<file path="config.mk">
export PLATFORM = sky130hd
export DESIGN_NAME = prom_arbiter
export DESIGN_NICKNAME = d
export VERILOG_FILES = /design/src/rtl/prom_arbiter.sv
export SDC_FILE = /design/constraint.sdc
export NUM_CORES = 1
export LEC_CHECK = 0
export CORE_MARGIN = 2
export CORE_UTILIZATION = 40
export CTS_CLUSTER_SIZE = 28
export DETAILED_ROUTE_END_ITERATION = 10
export GPL_TIMING_DRIVEN = 1
export MAX_ROUTING_LAYER = met4
export PLACE_DENSITY = 0.75
export SLEW_MARGIN = 20
export SYNTH_ARGS = -nofsm -noshare
export SYNTH_HDL_FRONTEND = slang
export SYNTH_SLANG_ARGS = --single-unit
</file>
<file path="constraint.sdc">
create_clock -name clk -period 1.5 [get_ports clk]
set_input_delay 0.15 -clock clk [delete_from_list [all_inputs] [get_ports clk]]
set_output_delay 0.15 -clock clk [all_outputs]
set_load 0.1 [all_outputs]
</file>
<file path="src/rtl/prom_arbiter.sv">
// Two-requester round-robin arbiter for a 32x8 asynchronous PROM.
// Each access holds chip-enable low for ACCESS_CYCLES clocks, then captures the byte and pulses the requester's ack.
module prom_arbiter #(
  parameter int ACCESS_CYCLES = 2
) (
  input  logic       clk,
  input  logic       reset_n,
  input  logic       req0,
  input  logic [4:0] addr0,
  output logic       ack0,
  input  logic       req1,
  input  logic [4:0] addr1,
  output logic       ack1,
  output logic [7:0] rdata,
  output logic       busy,
  output logic [4:0] prom_a,
  output logic       prom_ce_n,
  input  logic [7:0] prom_d
);

  typedef enum logic [1:0] {IDLE, ACCESS, DONE} state_t;

  localparam logic [3:0] CNT_INIT = 4'(ACCESS_CYCLES - 1);

  state_t     state;
  logic [3:0] cnt;
  logic       gnt;       // requester owning the current access
  logic       last_gnt;  // requester granted most recently
  logic       pick1;

  // On a tie, hand the PROM to whoever did not get it last time.
  assign pick1 = req1 & (~req0 | ~last_gnt);

  always_ff @(posedge clk or negedge reset_n) begin
    if (!reset_n) begin
      state     <= IDLE;
      cnt       <= '0;
      gnt       <= 1'b0;
      last_gnt  <= 1'b1;
      prom_a    <= '0;
      prom_ce_n <= 1'b1;
      rdata     <= '0;
      ack0      <= 1'b0;
      ack1      <= 1'b0;
      busy      <= 1'b0;
    end else begin
      case (state)
        IDLE: begin
          if (req0 | req1) begin
            gnt       <= pick1;
            last_gnt  <= pick1;
            prom_a    <= pick1 ? addr1 : addr0;
            prom_ce_n <= 1'b0;
            busy      <= 1'b1;
            cnt       <= CNT_INIT;
            state     <= ACCESS;
          end
        end
        ACCESS: begin
          if (cnt != 4'd0) begin
            cnt <= cnt - 4'd1;
          end else begin
            rdata     <= prom_d;
            prom_ce_n <= 1'b1;
            ack0      <= ~gnt;
            ack1      <= gnt;
            state     <= DONE;
          end
        end
        DONE: begin
          ack0  <= 1'b0;
          ack1  <= 1'b0;
          busy  <= 1'b0;
          state <= IDLE;
        end
        default: state <= IDLE;
      endcase
    end
  end

endmodule

</file>
==> impl_metrics.json <==
{
  "grt_usage_pct": 18.4,
  "vias": 953,
  "finalHoldViolations": 0,
  "reg2reg_to": "rdata[7]$_DFFE_PN0P_",
  "slew_headroom_pct": 78.9,
  "yosys.cell_types.count": 33,
  "cp_slowest_cell": "dfrtp_1",
  "critPathMaxStageDelay_ps": 430,
  "synth_fp_nets": 119,
  "portBuffers": 38,
  "clockBufferDepth": 2,
  "grt_pass1_vias": 997,
  "worst-slew-pin-transition_ps": 315,
  "rows": 19,
  "drv_cap": 0,
  "synthCells": 96,
  "die_h_um": 57.3,
  "cts_tree": "built",
  "grt_use_met3_pct": 3.40,
  "clock_latency_ps": 320,
  "wl_per_cell_um": 15.2,
  "setup_slack_ps": -21.0,
  "ys_warn_count": 0,
  "arrival_ps": 1730,
  "antenna_found_initial": 0,
  "grt_start_max_net_pins": 26,
  "dieArea_um2": 3280,
  "hpwl_um": 2020,
  "path_delay_family": "flip-flops",
  "report.final.slew_viol_count": 0,
  "reg2reg_from": "cnt[0]$_DFFE_PN0P_",
  "min_period_ps": 1520,
  "rsz0062_at_grt": "true",
  "nets": 173,
  "worstRegToRegCells": 5,
  "crit_chain": "inv_2 > ha_4 > nor3b_4 > nand2_4 > mux2_2",
  "required_ps": 1710,
  "critical_path_buf_inv_count": 1,
  "hold_path_class": "input port to async pin",
  "drive_gt1_share_pct": 36.2,
  "grt_pass1_wl_um": 4550,
  "clock_sinks": 25,
  "viasPerCell": 5.29,
  "run_status": "finished with violations",
  "nFillCells": 197,
  "path_clk_slew_ps": 140,
  "yosysSeqAreaShare_pct": 55.3,
  "dp_slack_ps": -41.2,
  "worstSetupEndpointType": "register",
  "gr-max-usage-layer": "met2",
  "grt_overflow": 0,
  "h-tree-depth": 1,
  "firstDrtPassIters": 4,
  "grt_use_met1_pct": 24.1,
  "drc": 0,
  "reg2reg_slack_ps": -20,
  "violations": "negative setup slack",
  "cts_made_buffers": 3,
  "finalSetupViolations": 9,
  "root_buffer": "clkbuf_4",
  "drtIter0Drc": 17,
  "io_pins": 39,
  "timing.hold.ws_ps": 183,
  "syn-mean-instance-area_um2": 11.8,
  "core_um2": 2730,
  "fp.dieW_um": 57.3,
  "diodes": 0,
  "initial_core_util_pct": 41.6,
  "fin_crit_sh_pct": 101,
  "fmax_mhz": 657,
  "wl_um": 2740,
  "crit_fanout": 10,
  "cp-start-kind": "register",
  "ant_nets": 0,
  "place.gp.congestion": 0.846,
  "syn_area_um2": 1140,
  "crit_type": "register to register",
  "gr-usage-met2_pct": 29.1,
  "area_growth_pct": 63.7,
  "ys_ff_latch": 25,
  "finClkSkew_ps": 9.29
}
[worst reg2reg max path: stages, from the launching register on]
cell	delay, ps
dfrtp_1	430
inv_2	110
ha_4	160
nor3b_4	270
nand2_4	150
mux2_2	300
[what timing repair did]
| action | 4_1_cts | 5_1_grt |
|---|---|---|
| endpoints found under the setup margin | 12 | 12 |
| resized for setup | 3 | 2 |
| pin swaps | 1 | 0 |
| setup buffers | 0 | 5 |
| hold buffers | 0 | 0 |
[cell type report]
| class | count | area [um2] | share of cell area (%) |
|---|---|---|---|
| inverter | 5 | 18.8 | 1.01 |
| tap | 31 | 38.8 | 2.09 |
| sequential | 25 | 628 | 33.8 |
| multi-input combinational | 62 | 480 | 25.8 |
| clock buffer | 4 | 26.3 | 1.41 |
| timing repair buffer | 53 | 667 | 35.9 |
[stage by stage]
step / utilization [%] / cell area, um2 / TNS [ps] / instances
3_3_place_gp: 65.1 / 1780 / 0 / 171
3_5_place_dp: 65.1 / 1780 / -224 / 171
6_report: 68.0 / 1860 / -117 / 180
5_1_grt: 68.0 / 1860 / -453 / 180
2_1_floorplan: - / 1140 / 0 / 96
4_1_cts: 66.5 / 1820 / 0 / 175
[sequential cells by signal (all words and copies together), names as in the netlist, 2 cells and up]
signal  cells
rdata       8
cnt         4
prom_a      5
state       2
[layer usage]
metal / part of all wire [%] / up-vias / wire (um)
met2: 52 / 23 / 1440
met3: 3.1 / 4 / 84
li1: - / 456 / -
met4: 1.3 / 0 / 35
met1: 43 / 470 / 1190
met5: 0 / - / 0
[worst max path at each step]
| stage | start | end | slack [ps] | cells past startpoint |
|---|---|---|---|---|
| after detailed placement | cnt[0]$_DFFE_PN0P_ | ack0$_DFFE_PN0P_ | -40 | 5 |
| final | cnt[0]$_DFFE_PN0P_ | rdata[7]$_DFFE_PN0P_ | -20 | 5 |
| after CTS | cnt[1]$_DFFE_PN0P_ | ack0$_DFFE_PN0P_ | 20 | 5 |
| after global routing | cnt[0]$_DFFE_PN0P_ | ack0$_DFFE_PN0P_ | -70 | 5 |
| after global placement | cnt[0]$_DFFE_PN0P_ | ack0$_DFFE_PN0P_ | 50 | 5 |
| after floorplan | cnt[0]$_DFFE_PN0P_ | rdata[0]$_DFFE_PN0P_ | 40 | 5 |
[synthesized netlist by cell type (all sizes together)]
master | instances | area (um2)
or3b | 1 | 11.3
o21ai | 1 | 5.00
dfrtp | 23 | 576
o2bb2ai | 1 | 8.76
mux2 | 8 | 90.1
nor2 | 2 | 7.51
nor2b | 1 | 6.26
a21oi | 14 | 70.1
o311ai | 1 | 8.76
a211o | 1 | 8.76
nand3b | 1 | 7.51
inv | 5 | 18.8
buf | 3 | 17.5
nor3 | 7 | 35.0
a31oi | 1 | 6.26
a21o | 1 | 7.51
o211ai | 2 | 15.0
a21boi | 1 | 11.3
a211oi | 1 | 7.51
clkbuf | 1 | 3.75
nand2 | 4 | 22.5
mux2i | 6 | 60.1
ha | 1 | 12.5
a31o | 1 | 8.76
a32oi | 1 | 8.76
or2 | 1 | 6.26
dfstp | 2 | 52.6
nor3b | 2 | 26.3
or2b | 1 | 7.51
a22o | 1 | 8.76
[kinds of logic after synthesis]
logic type / Yosys count / share of synthesized area, %
buffers and inverters: 9 / 3.52
adders and majority gates: 1 / 1.10
AOI/OAI and AO/OA: 27 / 15.4
DFF: 25 / 55.3
muxes: 14 / 13.2
and+or+nand+nor: 20 / 11.5
[placed cells by master, fill, tap and decap left out, drive strengths merged, types with 2 or more instances in the layout]
master,count
buf,32
o211ai,2
inv,5
a21oi,14
nor3,7
nand2,4
clkbuf,4
mux2i,6
clkdlybuf4s50,21
dfrtp,23
nor3b,2
nor2,2
dfstp,2
mux2,8
Power is not shown: default switching activity piles up to over one toggle a cycle in this logic, so the estimate is an artifact.
